==> config.mk <==
export PLATFORM = sky130hd
export DESIGN_NAME = input_rr_arbiter
export DESIGN_NICKNAME = d
export VERILOG_FILES = /design/src/rtl/input_rr_arbiter.sv
export SDC_FILE = /design/constraint.sdc
export NUM_CORES = 1
export LEC_CHECK = 0
export CAP_MARGIN = 20
export CORE_ASPECT_RATIO = 0.5
export CORE_MARGIN = 5
export CORE_UTILIZATION = 43
export CTS_BUF_LIST = sky130_fd_sc_hd__clkbuf_4 sky130_fd_sc_hd__clkbuf_8
export DETAILED_ROUTE_END_ITERATION = 6
export GPL_TIMING_DRIVEN = 0
export PLACE_DENSITY = 0.84
export SLEW_MARGIN = 25
export SYNTH_ARGS = -nofsm -noshare
export SYNTH_HDL_FRONTEND = slang
export SYNTH_SLANG_ARGS = --single-unit
==> constraint.sdc <==
create_clock -name clk -period 5.83 [get_ports clk]
set_input_delay 0.583 -clock clk [delete_from_list [all_inputs] [get_ports clk]]
set_output_delay 0.583 -clock clk [all_outputs]
set_load 0.005 [all_outputs]
==> src/rtl/input_rr_arbiter.sv <==
// input_rr_arbiter: round-robin arbiter that shares one input queue among
// PORTS_NUM+1 senders (index PORTS_NUM is the local node). One flit per cycle
// at most is registered towards the queue, together with a one-hot ack back to
// the winning sender. Ports acked in the previous cycle are masked so a flit
// that the sender has not yet retired is never captured twice.
//
// Optional build macro: ARB_LOCAL_PRIO_EN -- when defined, the local port
// (index PORTS_NUM) wins whenever it is eligible and the round-robin pointer is
// left untouched by local grants; neighbour ports share the remaining slots
// round-robin. When undefined, all ports take part in pure round-robin.
module input_rr_arbiter #(
  parameter int DATA_SIZE = 32,
  parameter int ADDR_SIZE = 4,
  parameter int PORTS_NUM = 4,
  parameter int STALL_W   = 16
) (
  input  logic                                              clk,
  input  logic                                              a_rst,
  input  logic [PORTS_NUM:0]                                wr_ready_in,
  input  logic [(DATA_SIZE+ADDR_SIZE+1)*(PORTS_NUM+1)-1:0]  data_i,
  input  logic                                              is_full,
  input  logic                                              is_afull,
  output logic [PORTS_NUM:0]                                r_ready_out,
  output logic                                              wr_req,
  output logic [DATA_SIZE+ADDR_SIZE:0]                      data_o,
  output logic [STALL_W-1:0]                                stall_cnt
);

  localparam int BUS_SIZE = DATA_SIZE + ADDR_SIZE + 1;
  localparam int NP       = PORTS_NUM + 1;
  localparam int PTR_W    = (NP > 1) ? $clog2(NP) : 1;

  typedef enum logic [1:0] {
    S_IDLE  = 2'd0,
    S_GRANT = 2'd1,
    S_STALL = 2'd2
  } state_t;

  state_t             r_state;
  logic [PTR_W-1:0]   r_rr_ptr;

  logic [NP-1:0]       w_elig;
  logic [NP-1:0]       w_cand;
  logic [NP-1:0]       w_ack;
  logic                w_any;
  logic                w_can_wr;
  logic [PTR_W-1:0]    w_rr_idx;
  logic [PTR_W-1:0]    w_gnt;
  logic [PTR_W-1:0]    w_ptr_nxt;
  logic [BUS_SIZE-1:0] w_data;

  // Port index base+k taken modulo the number of ports (k never exceeds NP).
  function automatic logic [PTR_W-1:0] wrap_add(input logic [PTR_W-1:0] base, input int k);
    int s;
    s = int'(base) + k;
    if (s >= NP) s = s - NP;
    return PTR_W'(s);
  endfunction

  // The write strobe is a pure decode of the registered state.
  assign wr_req = (r_state == S_GRANT);

  // Eligibility and queue space; a write already in flight consumes the last free slot.
  always_comb begin
    w_elig   = wr_ready_in & ~r_ready_out;
    w_any    = |w_elig;
    w_can_wr = ~is_full & ~(wr_req & is_afull);
    w_cand   = w_elig;
`ifdef ARB_LOCAL_PRIO_EN
    w_cand[PORTS_NUM] = 1'b0;
`endif
  end

  // Round-robin scan: first candidate at or after the pointer (descending loop, so lowest offset wins).
  always_comb begin
    w_rr_idx = '0;
    for (int k = NP - 1; k >= 0; k--) begin
      if (w_cand[wrap_add(r_rr_ptr, k)]) w_rr_idx = wrap_add(r_rr_ptr, k);
    end
  end

  // Final winner, next pointer, ack vector and selected flit.
  always_comb begin
    w_gnt     = w_rr_idx;
    w_ptr_nxt = wrap_add(w_rr_idx, 1);
`ifdef ARB_LOCAL_PRIO_EN
    if (w_elig[PORTS_NUM]) begin
      w_gnt     = PTR_W'(PORTS_NUM);
      w_ptr_nxt = r_rr_ptr;
    end
`endif
    w_ack  = NP'(1) << w_gnt;
    w_data = data_i[int'(w_gnt)*BUS_SIZE +: BUS_SIZE];
  end

  // Arbitration FSM with registered ack, flit, pointer and saturating stall counter.
  always_ff @(posedge clk or posedge a_rst) begin
    if (a_rst) begin
      r_state     <= S_IDLE;
      r_rr_ptr    <= '0;
      r_ready_out <= '0;
      data_o      <= '0;
      stall_cnt   <= '0;
    end else if (w_any && w_can_wr) begin
      r_state     <= S_GRANT;
      r_ready_out <= w_ack;
      data_o      <= w_data;
      r_rr_ptr    <= w_ptr_nxt;
    end else if (w_any) begin
      r_state     <= S_STALL;
      r_ready_out <= '0;
      if (stall_cnt != {STALL_W{1'b1}}) stall_cnt <= stall_cnt + STALL_W'(1);
    end else begin
      r_state     <= S_IDLE;
      r_ready_out <= '0;
    end
  end

endmodule
### Yosys cells after proc, flatten, opt, wreduce, memory -nomap -nowiden

Index checks and enable logic that the tools add are counted.

| storage, ports and cells | value |
|---|---|
| latch bits | 0 |
| memory bits (read-only) | 0 |
| memories kept | 0 |
| bits in writable memories | 0 |
| input bits | 194 |
| register bits | 63 |
| output and inout bits | 59 |

| operators by class | value |
|---|---|
| reductions and logical operators | 3 |
| $mul | 1 |
| multiplexer cells | 24 |
| add/sub/neg operators | 12 |
| shifts and indexed selects | 2 |
| equal/unequal tests | 2 |
| bitwise operators | 7 |
| magnitude comparators | 11 |
| div/mod/pow operators | 0 |

Operators by type and width:

| operator | count |
|---|---|
| $shiftx A185 B10 Y37 | 1 |
| $mux W3 | 11 |
| $ge A4 B3 Y1 const B | 5 |
| $lt A3 B4 Y1 const B | 5 |
| $sub A3 B3 Y3 const B | 6 |
| $add A16 B1 Y16 const B | 1 |
| $ne A16 B16 Y1 const B | 1 |
| $bmux W1 S3 | 5 |
| $mul A3 B6 Y9 const B | 1 |
| $add A3 B1 Y4 const B | 2 |
| $add A3 B2 Y4 const B | 2 |
| $and A5 B5 Y5 | 1 |
| $mux W1 | 5 |
| $mux W5 | 1 |
| $not A5 Y5 | 1 |
| $reduce_or A5 Y1 | 1 |
| $shl A1 B3 Y5 const A | 1 |
| $add A3 B3 Y4 const B | 1 |
| $mux W2 | 2 |
| $ge A3 B3 Y1 const B | 1 |
| $not A1 Y1 | 3 |
| $reduce_and A3 Y1 | 1 |
| $and A1 B1 Y1 | 2 |
| $eq A2 B1 Y1 const B | 1 |
| $logic_and A1 B1 Y1 | 1 |

### Logic depth before layout (Yosys ltp)

Gate-level depths: netlist (run 1).

| logic depth | value |
|---|---|
| depth after elaboration | 13 |
| mapped depth | 20 |

### Least setup slack after synthesis (run 1)

No wires, ideal clock.

| timing | value |
|---|---|
| path kind | register to register |
| start point | register r_rr_ptr[0] |
| end point | register r_rr_ptr[0] |
| data required time | 5710 ps |
| clock period less this slack | 4275 ps |
| slack | 1555 ps |
| stages on the path, launching flop included | 21 |
| arrival | 4155 ps |
| cells stage by stage | dfrtp_1 -> buf_4 -> inv_2 -> buf_2 -> ha_1 -> inv_1 -> fa_1 -> a21oi_1 -> mux2i_1 -> o2111ai_1 -> a221oi_1 -> nor2_1 -> a31oi_2 -> buf_6 -> buf_6 -> inv_2 -> ha_1 -> ha_1 -> a21oi_1 -> o21ai_0 -> a31o_2 |

| on the way | value |
|---|---|
| word-level cells in the longest chain between the ends | 13 |

Ends and longest elaborated chain:

| element | line | text |
|---|---|---|
| from (decl) | 40 | `logic [PTR_W-1:0] r_rr_ptr;` |
| from (signal assigned) | 108 | `r_rr_ptr <= w_ptr_nxt;` |
| $add A3 B3 Y4 | 55 | `s = int'(base) + k;` |
| $ge A4 B3 Y1 or $sub A3 B3 Y3 (tied branches) | 56 | `if (s >= NP) s = s - NP;` |
| $mux W3 | 56 |  |
| $bmux W1 S3 | 78 | `if (w_cand[wrap_add(r_rr_ptr, k)]) w_rr_idx = wrap_add(r_rr_ptr, k);` |
| $mux W1 (implied by the code) | 78 |  |
| $mux W3 (4 in series) | 78 |  |
| $mux W3 (*) | 78 |  |
| $add A3 B1 Y4 (*) | 55 |  |
| $ge A4 B3 Y1 or $sub A3 B3 Y3 (tied branches) | 56 |  |
| $mux W3 (*) | 56 |  |

Every way passes the cells marked *; elsewhere a longest branch is shown, timed or not. The select of a mux whose other input is x is not followed.
A chain may end at the register's enable or synchronous reset.

### Worst setup path in the final report (run 1)

Ends and elaborated chain as after synthesis.

==> results.md, run 1 <==
- Status: finished, final reports clean
- Largest net degree at the start of global routing: 41
- Die Ht: 88.39 um
- Final Skew: 13.93 ps
- Setup TNS: 0 ps
- Share of cells above drive strength 1: 11.05%
- Pre-antenna DRT Iters: 5
- FFs w/ async S/R, synth: 100.0%
- Placed Cells: 936
- # resized after CTS: 0
- Worst-margin pin slew: 586.1 ps
- #FFs+latches synth: 63
- Starting Density: 44.36%
- Final hold vios: 0
- Clock tree from TritonCTS: done
- Fin crit period: 5252 ps
- Peak Freq: 190.4 MHz
- CP delay by family, top: compound AO/OA/AOI/OAI gates
- Nets: 991
- Power per cell area: 715.6 nW/um^2
- Worst path bufs/invs: 7
- Top-area cell type share of the netlist area: 29.84%
- Post-placement cell area: 8035 sq um
- Fillcell total: 967
- Max Slew Vio Count: 0
- H-tree depth: 3
- Vias in the first global route: 5485
- Crit Path Max Fanout: 11
- Avg Inst Size Synth: 10.20 sq um
- Relative slew slack: 60.93%
- Worst path max stage delay: 420 ps
- Post-CTS Hold Fix Bufs: 0
- Crit path arrival time: 5490 ps
- EDFF count, synth: 0
- Sequential share of the synthesized area: 29.84%
- Post-Synthesis Net Count: 727
- Post-DP HPWL: 16.08 mm
- Crit path launch type: register
- Hold_ws: 505.9 ps
- IO Port Bufs: 252
- Max-cap viol count: 0
- Synth Instances: 518
- Cell taking the most area after synthesis: dfrtp_1
- Post-CTS setup buffers: 0
- Synth top cells by count: mux2i_1 (85), dfrtp_1 (63), and2_1 (41)
- Distinct cells, synth: 71
- Die Span X: 166.8 um
- DRC: 0
- Initial detailed-routing violation count: 418
- I/O pin total: 253
- Core Rows: 28
- Pre-CTS WS: 704.3 ps
- Lkg Pwr: 3.480 nW
- Total Wirelength: 20.20 mm
- Global-route wire length before repair: 30.01 mm
- Mapped Area: 5284 sq um
- Top-count cell post-synth: mux2i_1
- GRT Total Usage: 25.75%
- Area of the multi-input gates: 3388 sq um
- Vias: 5500
- CP Class: register to register
- Peak supply drop: 602.9 uV
- Routed wire length per instance: 21.22 um
- GRT overflow: 0
- RSZ-0062 raised after global routing: false
- Clock root cell: clkbuf_8
- Die area: 14740 sq um
- Synth warnings: 0
- Final std cells w/o fill: 952
- Critical Path RT: 6070 ps
- Clk slew on worst S/H paths: 70 ps
- DRT antenna net count: 0
- Detail-routed via count per cell: 5.777
- Synth Flop Type: dfrtp_1
- Most common cell on crit path: ha_1
- GPL Wtd Cong: 0.8968
- Final setup viols: 0
- CTS max path bufs: 2
- Critical-path cell list: buf_4 > inv_2 > buf_2 > ha_1 > inv_1 > fa_1 > a21oi_1 > mux2i_1 > o2111ai_1 > a221oi_1 > nor2_1 > a31oi_2 > buf_6 > buf_6 > inv_2 > ha_1 > ha_1 > a21oi_1 > o21ai_0 > a31o_2
- Total CTS buffers: 9
- Final Cell Area: 8252 sq um
- Worst Setup End Kind: register
- Diode count: 0
- Worst path slowest cell: a31oi_2
- Core Footprint: 11910 sq um
- TritonCTS Sinks: 63
- Final worst-path cycle share: 90.08%
- Clock latency at the later pin of the worst-skew pair: 350 ps
- Antenna violations before repair: 0
- Hold WC Path Type: register to register
- Synth area leaders: dfrtp_1 (30%), mux2i_1 (16%), a41oi_1 (6.3%)
- Sequential Area: 1577 sq um
- Area growth from synthesis to layout: 56.17%
- Final WS setup: 578.1 ps
-- metal layers --
layer | vias up | global-route usage [%] | wire (um)
met3 | 49 | 4.195 | 971
met2 | 196 | 46.96 | 10430
met1 | 2711 | 31.96 | 8168
met5 | - | 0 | 0
li1 | 2544 | - | -
met4 | 0 | 8.241 | 627
-- through the flow --
stage / total power, mW / utilization [%]
detailed placement: 5.453 / 67.46
finish: 5.905 / 69.28
CTS: 5.890 / 69.28
global route: 6.280 / 69.28
global placement: 5.360 / 67.27
floorplan: 4.128 / -
-- logic make-up after synthesis --
logic type / share of synthesized area, %
mux: 17.59
buf+inv: 6.038
xor+xnor: 3.292
flops: 29.84
compound gates: 24.86
fa+ha+maj: 3.694
simple gates: 14.68
-- state kept, by name, summed over array words and instances (netlist names) --
register / flops
r_ready_out: 5
r_state: 2
data_o: 37
stall_cnt: 16
r_rr_ptr: 3
-- final timing paths --
path	start	slack (ps)	to	cells past startpoint
setup / recovery	r_rr_ptr[0]	580	r_rr_ptr[0]	20
hold / removal	stall_cnt[15]	510	stall_cnt[15]	1
setup reg to reg	r_rr_ptr[0]	580	r_rr_ptr[0]	20
hold reg to reg	stall_cnt[15]	510	stall_cnt[15]	1
max in group asynchronous	a_rst	4750	data_o[36]	3
min in group asynchronous	a_rst	540	data_o[13]	2
-- placed cells by master (no fill, tap or decap), types with 3 or more instances in the layout --
cell type,count
clkdlybuf4s50_1,252
mux2i_1,85
dfrtp_1,63
and2_1,41
a41oi_1,38
nand2_1,21
o221ai_2,20
o221ai_1,19
buf_2,18
nor2_1,17
ha_1,14
clkbuf_1,13
xnor2_1,13
inv_1,11
a21oi_1,10
clkbuf_8,9
nand2b_1,8
o21ai_0,8
and3_1,6
nand3_1,6
nand4_1,6
nor2b_1,6
buf_6,6
xor2_1,5
nand3b_1,5
or3_1,4
a21o_1,4
o31a_1,3
nor3_1,3
inv_2,3
buf_4,3
o211ai_1,3
a31oi_1,3
o311a_1,3
-- area by class of cell --
type	count	area share [%]
well taps	165	2.502
clock inverters	6	1.031
clock buffers	10	1.592
plain buffers	43	3.184
repair buffers	253	30.81
multi-input cells	397	41.06
inverters	15	0.7127
flip-flops and latches	63	19.11
-- where the power goes --
part           switching (mW)  total [mW]  internal, mW
registers               0.120       0.754         0.634
clock network           0.180       0.423         0.244
logic                    2.56        4.73          2.17
total                    2.86        5.91          3.05
No activity file was read; power rests on OpenSTA's default activity.
==> run 2, diff against run 1 <==
Settings changed: CORE_MARGIN 5 to 2, SKIP_CTS_REPAIR_TIMING from default to 1.
==> run 2 against run 1 <==
Effect of this change:
- critical endpoint unchanged
- largest power group unchanged
- worst hold slack worse by 5.0 ps
- combinational power up 1%
- via count decreased by 1.3%
- die area is 10% lower
- first-iteration DRC count grew 3.8%
- clock skew is 0.85 ps higher
- utilization up 0.11 points
- worst setup slack got worse by 29 ps
==> results.md, run 2 (same netlist as run 1, synthesis figures left out) <==
- DRC: 0
- Relative slew slack: 55.09%
- Tot Pwr: 5.990 mW
- Registers with the most flip-flops: data_o (37), stall_cnt (16), r_ready_out (5)
- Final hold vios: 0
- Pre-antenna DRT Iters: 5
- Most common cell after layout, fill and taps aside: clkdlybuf4s50_1
- Hold WC Path Type: register to register
- Die area: 13240 sq um
- Initial detailed-routing violation count: 434
- GRT Total Usage: 28.89%
- Starting Density: 44.36%
- Setup TNS: 0 ps
- Worst-margin pin slew: 673.7 ps
- Clock root cell: clkbuf_8
- Clock tree from TritonCTS: done
- Die Ht: 82.39 um
- Total Wirelength: 19.55 mm
- Vias: 5427
- RSZ-0062 raised after global routing: false
- Power per cell area: 724.8 nW/um^2
- Peak supply drop: 406.9 uV
- Peak Freq: 189.4 MHz
- Clock latency at the later pin of the worst-skew pair: 360 ps
- Final WS setup: 549.4 ps
- Core Footprint: 11910 sq um
- Status: finished, final reports clean
- GRT met3 Usage: 4.695%
- Vias in the first global route: 5265
- H-tree depth: 3
- Crit. Startpoint: r_rr_ptr[0]
- Final worst-path cycle share: 90.58%
- GPL Wtd Cong: 0.9080
- Met2 usage: 49.78%
- Crit path launch type: register
- IO Port Bufs: 252
- Final Skew: 14.77 ps
- RR Startpoint: r_rr_ptr[0]
- Max-cap viol count: 0
- Share of cells above drive strength 1: 11.05%
- Pre-CTS WS: 672.6 ps
- Total CTS buffers: 9
- Final setup viols: 0
- GRT overflow: 0
- M1 GR Usage: 38.35%
- Global-route wire length before repair: 29.52 mm
- Die Span X: 160.8 um
- Antenna violations before repair: 0
- Fillcell total: 946
- Clk slew on worst S/H paths: 90 ps
- TritonCTS Sinks: 63
- Post-DP HPWL: 15.50 mm
- Critical Path RT: 6070 ps
- Detail-routed via count per cell: 5.701
- Diode count: 0
- Crit path arrival time: 5520 ps
- Nets: 991
- Flop-to-flop setup slack: 550 ps
- Routed wire length per instance: 20.53 um
- Max Slew Vio Count: 0
- Reg2Reg Depth: 20
- Worst Setup End Kind: register
- Core Rows: 28
- Fin crit period: 5281 ps
- I/O pin total: 253
- DRT antenna net count: 0
- CTS max path bufs: 2
- Most frequent cells in the layout: clkdlybuf4s50_1 (252), mux2i_1 (85), dfrtp_1 (63)
- CP Class: register to register
- Reg with most FFs: data_o
- Reg-to-Reg End: r_rr_ptr[0]
- GRT Max-Usage Layer: met2
- Max reg flops: 37
- Crit Path Max Fanout: 11
- Area growth from synthesis to layout: 56.41%
- Largest net degree at the start of global routing: 40
- CP endpoint: r_rr_ptr[0]
- Lkg Pwr: 3.486 nW
==> run 2: cell count changes in the layout (fill, tap and decap cells not counted), sizes merged <==
cell / previous run / this run
clkinvlp: 2 / 1
inv: 15 / 17
clkbuf: 23 / 22
==> run 2: worst min path at each step <==
stage                        startpoint            end  slack [ps]  cells after the start
after floorplan            stall_cnt[8]   stall_cnt[8]         480                      1
after global placement    stall_cnt[14]  stall_cnt[14]         480                      1
after detailed placement   stall_cnt[8]   stall_cnt[8]         490                      1
after CTS                 stall_cnt[14]  stall_cnt[14]         510                      1
after global routing       stall_cnt[8]   stall_cnt[8]         520                      1
final                      stall_cnt[8]   stall_cnt[8]         500                      1
==> run 2: worst max-delay path, cell delays in order, from the launching register on <==
cell,delay (ps)
dfrtp_1,430
buf_4,210
inv_2,120
buf_2,300
ha_1,200
inv_1,50
fa_1,400
a21oi_1,430
mux2i_1,300
o2111ai_1,190
a221oi_1,350
nor2_1,110
a31oi_2,360
buf_6,260
buf_6,210
inv_2,60
ha_1,230
ha_1,340
a21oi_1,190
o21ai_0,140
a31o_2,260
==> run 2: per-layer routing <==
metal	up-vias	wire length [um]	part of all wire [%]
met4	0	382	2.0
met2	157	9904	51
met1	2692	8464	43
met3	34	794	4.1
li1	2544	-	-
met5	-	0	0
==> run 2: cell type report <==
cell class / instances / area [sq um] / share of cell area (%)
inverter: 15 / 58.81 / 0.7116
clock inverter: 7 / 105.1 / 1.272
tap: 165 / 206.4 / 2.498
clock buffer: 9 / 123.9 / 1.499
buffer: 43 / 262.8 / 3.179
multi-input combinational: 397 / 3388 / 41.00
timing repair buffer: 253 / 2542 / 30.76
sequential: 63 / 1577 / 19.08
==> run 2: through the flow <==
step	hold slack (ps)	util, %	instance area, sq um	cells
2_1_floorplan	484.0	-	5284	518
3_3_place_gp	484.7	67.27	8013	935
3_5_place_dp	491.3	67.46	8035	936
4_1_cts	507.3	69.38	8264	952
5_1_grt	523.3	69.38	8264	952
6_report	500.9	69.38	8264	952
==> run 2: power by group <==
part           internal, mW  total (mW)  leakage, nW  switching [mW]
combinational          2.17        4.79         2.59            2.62
clock                 0.247       0.448        0.112           0.201
sequential            0.633       0.750        0.785           0.117
==> run 3, diff against run 2 <==
Settings changed: ABC_CLOCK_PERIOD_IN_PS from default to 5830, CORE_UTILIZATION 43 to 30, PLACE_DENSITY 0.84 to default.
==> run 3 against run 2 <==
Effect of this change:
- die area grew 42%
- register-to-register slack better by 80 ps
- worst hold slack got worse by 0.82 ps
- cell area rose by 0.56%
- critical path depth unchanged
- wire length is 3.0% higher
- critical path type unchanged
- largest power group unchanged
==> results.md, run 3 (same netlist as run 1, synthesis figures left out) <==
- Clk slew on worst S/H paths: 80 ps
- GRT overflow: 0
- Registers with the most flip-flops: data_o (37), stall_cnt (16), r_ready_out (5)
- Max-cap viol count: 0
- DRC: 0
- Lkg Pwr: 3.460 nW
- Total Wirelength: 20.13 mm
- Crit path arrival time: 5440 ps
- Reg with most FFs: data_o
- DRT antenna net count: 0
- Vias: 5265
- Antenna violations before repair: 0
- Nets: 991
- Worst Setup End Kind: register
- Pre-antenna DRT Iters: 4
- Die Ht: 97.84 um
- Peak Freq: 192.3 MHz
- Critical Path RT: 6070 ps
- Final Skew: 15.28 ps
- Die Span X: 191.7 um
- Routed wire length per instance: 19.71 um
- Clock tree from TritonCTS: done
- Post-placement cell area: 8129 sq um
- TritonCTS Sinks: 63
- Die area: 18750 sq um
- I/O pin total: 253
- Fin crit period: 5201 ps
- Setup TNS: 0 ps
- Largest net degree at the start of global routing: 51
- GRT Total Usage: 21.69%
- Hold WC Path Type: primary input to asynchronous set/reset pin
- Max Slew Vio Count: 0
- CTS max path bufs: 2
- CP Class: register to register
- Most frequent cells in the layout: clkdlybuf4s50_1 (252), mux2i_1 (85), dfrtp_1 (63)
- Peak supply drop: 318.1 uV
- Status: finished, final reports clean
- Core Rows: 34
- Crit path launch type: register
- IO Port Bufs: 252
- Flop-to-flop setup slack: 630 ps
- Final setup viols: 0
- Area growth from synthesis to layout: 57.28%
- Crit Path Max Fanout: 11
- Clock latency at the later pin of the worst-skew pair: 360 ps
- RSZ-0062 raised after global routing: false
- Initial detailed-routing violation count: 182
- Core Footprint: 17310 sq um
- Final Cell Area: 8310 sq um
- Final worst-path cycle share: 89.21%
- Total CTS buffers: 9
- Power per cell area: 703.5 nW/um^2
- Final hold vios: 0
- Detail-routed via count per cell: 5.157
- Starting Density: 30.52%
- Share of cells above drive strength 1: 11.05%
- GPL Wtd Cong: 0.8297
- Vias in the first global route: 5483
- Max reg flops: 37
- Post-DP HPWL: 16.09 mm
- Most common cell after layout, fill and taps aside: clkdlybuf4s50_1
- Global-route wire length before repair: 31.58 mm
- Worst-margin pin slew: 598.2 ps
- H-tree depth: 3
- Diode count: 0
- Clock root cell: clkbuf_8
- Relative slew slack: 60.12%
run 3: changes by cell type in the layout (fill, tap and decap cells not counted):
cell / delta
buf_12: -1
bufinv_16: -2
inv_8: -1
inv_6: +1
clkinvlp_4: +2
buf_16: +1
run 3: per-stage QoR:
| stage | instances | total power [mW] | worst slack (ps) | util, % | hold slack [ps] |
|---|---|---|---|---|---|
| 2_1_floorplan | 518 | 4.128 | 1555 | - | 484.0 |
| 3_3_place_gp | 1004 | 5.468 | 701.2 | 46.78 | 492.4 |
| 3_5_place_dp | 1005 | 5.498 | 704.8 | 46.95 | 495.8 |
| 4_1_cts | 1021 | 5.889 | 678.3 | 48.00 | 487.1 |
| 5_1_grt | 1021 | 6.295 | 292.2 | 48.00 | 488.6 |
| 6_report | 1021 | 5.846 | 629.3 | 48.00 | 500.1 |
run 3: worst max-delay path, cell delays in order, from the launching register on:
cell and delay, ps:
dfrtp_1 420, buf_4 210, inv_2 130, buf_2 280, ha_1 190, inv_1 50, fa_1 410, a21oi_1 410
mux2i_1 290, o2111ai_1 200, a221oi_1 380, nor2_1 120, a31oi_2 400, buf_6 240, buf_6 200, inv_2 70
ha_1 220, ha_1 330, a21oi_1 190, o21ai_0 120, a31o_2 240
run 3: power by group:
| part | total, mW | internal [mW] | leakage (nW) | switching, mW |
|---|---|---|---|---|
| clock | 0.363 | 0.158 | 0.0824 | 0.204 |
| sequential | 0.756 | 0.633 | 0.785 | 0.123 |
| combinational | 4.73 | 2.17 | 2.59 | 2.56 |
run 3: area by class of cell:
| cell class | count | area (sq um) |
|---|---|---|
| buffer | 43 | 262.8 |
| multi-input combinational | 397 | 3388 |
| inverter | 15 | 58.81 |
| clock buffer | 9 | 123.9 |
| clock inverter | 7 | 57.56 |
| fill | 1632 | 9004 |
| tap | 234 | 292.8 |
| timing repair buffer | 253 | 2550 |
| sequential | 63 | 1577 |
run 3: final timing paths:
check | startpoint | end | cells past startpoint
max | r_rr_ptr[0] | r_rr_ptr[0] | 20
max in group asynchronous | a_rst | r_ready_out[1] | 3
min in group clk | stall_cnt[15] | stall_cnt[15] | 1
max reg2reg | r_rr_ptr[0] | r_rr_ptr[0] | 20
min | a_rst | data_o[9] | 2
min reg2reg | stall_cnt[15] | stall_cnt[15] | 1
run 3: layer usage:
layer / up-vias / global-route usage, % / part of all wire [%]
li1: 2544 / - / -
met1: 2597 / 28.36 / 45
met4: 0 / 5.207 / 1.6
met3: 23 / 3.415 / 2.6
met5: - / 0 / 0
met2: 101 / 37.52 / 51
==> RTL change, RTL diff (config.mk and constraints of run 2) <==
`ADDR_SIZE`: 4 -> 16.
--- a/src/rtl/input_rr_arbiter.sv
+++ b/src/rtl/input_rr_arbiter.sv
@@ -10,7 +10,7 @@
 // round-robin. When undefined, all ports take part in pure round-robin.
 module input_rr_arbiter #(
   parameter int DATA_SIZE = 32,
-  parameter int ADDR_SIZE = 4,
+  parameter int ADDR_SIZE = 16,
   parameter int PORTS_NUM = 4,
   parameter int STALL_W   = 16
 ) (
Ports: changed (resized data_i and data_o); port bits go from 253 to 325. No check against the original RTL was run, so the function may have changed too.
==> RTL change against run 2 <==
  * Sequential share of layout area hardly changed
  * Worst setup slack better by 590 ps
  * Synthesized cell count grew 19%
  * Critical path depth down 2
  * Non-clock buffer count grew 80
  * Total power grew 14%
  * Wire length increased by 25%
  * Area after synthesis increased by 16%
  * Utilization is 2.4 points higher
  * Die area increased by 16%
  * Sequential cell count up 12
  * Cell area rose by 19%
  * Highest routed layer unchanged
==> RTL change: results (changes against run 2) <==
The worst register-to-register path begins at r_rr_ptr[1]. In the final layout, the registers with the most flip-flops are data_o (49), stall_cnt (16), r_ready_out (5). The flow ran to the end, and the final reports show no timing, DRC or antenna violations.

The net total in the final layout came out at 1,220 (+23%). The mean number of vias per cell was 5.72 (+0.33%). The total routing resource utilization after global routing came to 30.9% (+2.0 points). The logic depth of the worst register-to-register path is 18 (-10%). The sum of net half-perimeters after detailed placement came out at 19,700 um (+27%). The maximum number of pins on one net before global-route repair is 45 (+13%).

The via count of the first global-routing pass was 6,605 (+25%). The fill cell total of the finished layout came out at 1,049 (+11%). The global-route wire length before repair came out at 36,700 um (+24%). Sorting the synthesized cells by area gives the leading types as dfrtp_1 (31%), mux2i_1 (17%), a2bb2oi_1 (7.1%). The routability-driven placement congestion ratio came out at 0.955 (+5.2%).

The critical path data arrival time came out at 4970 ps (-550 ps). The fraction of final layout cells sized beyond drive strength 1 came out at 10.9% (-0.18 points). The number of distinct standard cells referenced by the synthesized netlist came out at 71 (unchanged). The standard cell area after detailed placement is 9660 um2 (+20%).

The count of input and output buffers was 324 (+29%). The average wire per standard cell is 21.4 um (+4.0%). By count the netlist is led by mux2i_1 (104), dfrtp_1 (75), nand2_1 (70), a2bb2oi_1 (50), o221ai_2 (29). The worst path setup slack after routing came out at 1140 ps (+586 ps). The total leakage power was 3.93 nW (+13%). The initial antenna violation count was 0 (unchanged).

The worst-case setup slack after placement came to 1220 ps (+544 ps). The max-slew headroom at the worst pin came out at 53.7% (-1.4 points). The number of design-rule violations left by the first detailed-router iteration was 493 (+14%). The end point of the most critical hold path is stall_cnt[15].
-- RTL change: critical path, cell delays in order (launching register included) --
cell and delay, ps:
dfrtp_1 510, clkbuf_2 270, inv_1 210, ha_1 330
buf_2 200, buf_4 210, buf_2 270, nand3_1 110
nand3_1 80, o21ai_0 210, a2111oi_1 490, a21oi_2 120
buf_4 200, buf_2 250, ha_1 290, ha_1 320
a21o_1 170, and3_1 180, o31ai_1 190
-- RTL change: logic make-up after synthesis --
logic type                 Yosys count  share of synthesized area (%)
muxes                              108                           17.7
DFF                                 75                           30.6
and+or+nand+nor                    166                           14.4
buffers and inverters               64                           5.44
AOI/OAI and AO/OA                  167                           25.5
xor gates and xnor gates            20                           3.28
adders and majority gates           15                           3.18
-- RTL change: final cells by class --
type / instances / share of cell area [%]
Sequential cell: 75 / 19.0
Clock inverter: 7 / 0.787
Inverter: 13 / 0.520
Buffer: 51 / 2.89
Multi-Input combinational cell: 476 / 39.9
Tap cell: 192 / 2.44
Timing Repair Buffer: 325 / 33.2
Clock buffer: 9 / 1.26
-- RTL change: routing by layer --
| metal | vias up | global-route usage [%] | part of all wire [%] |
|---|---|---|---|
| met5 | - | 0 | 0 |
| li1 | 3029 | - | - |
| met4 | 0 | 9.63 | 2.6 |
| met2 | 268 | 54.6 | 50 |
| met1 | 3222 | 39.4 | 42 |
| met3 | 47 | 5.54 | 5.9 |
-- RTL change: power by group --
group          internal, mW  leakage [nW]  total, mW  switching (mW)
sequential            0.766         0.943      0.940           0.174
combinational          2.55          2.89       5.44            2.89
clock                 0.201        0.0998      0.422           0.221
-- RTL change: stage by stage --
stage	instances	util [%]
final	1148	71.7
after global routing	1148	71.7
after CTS	1148	71.7
after detailed placement	1132	70.3
after global placement	1131	70.1
after floorplan	615	-
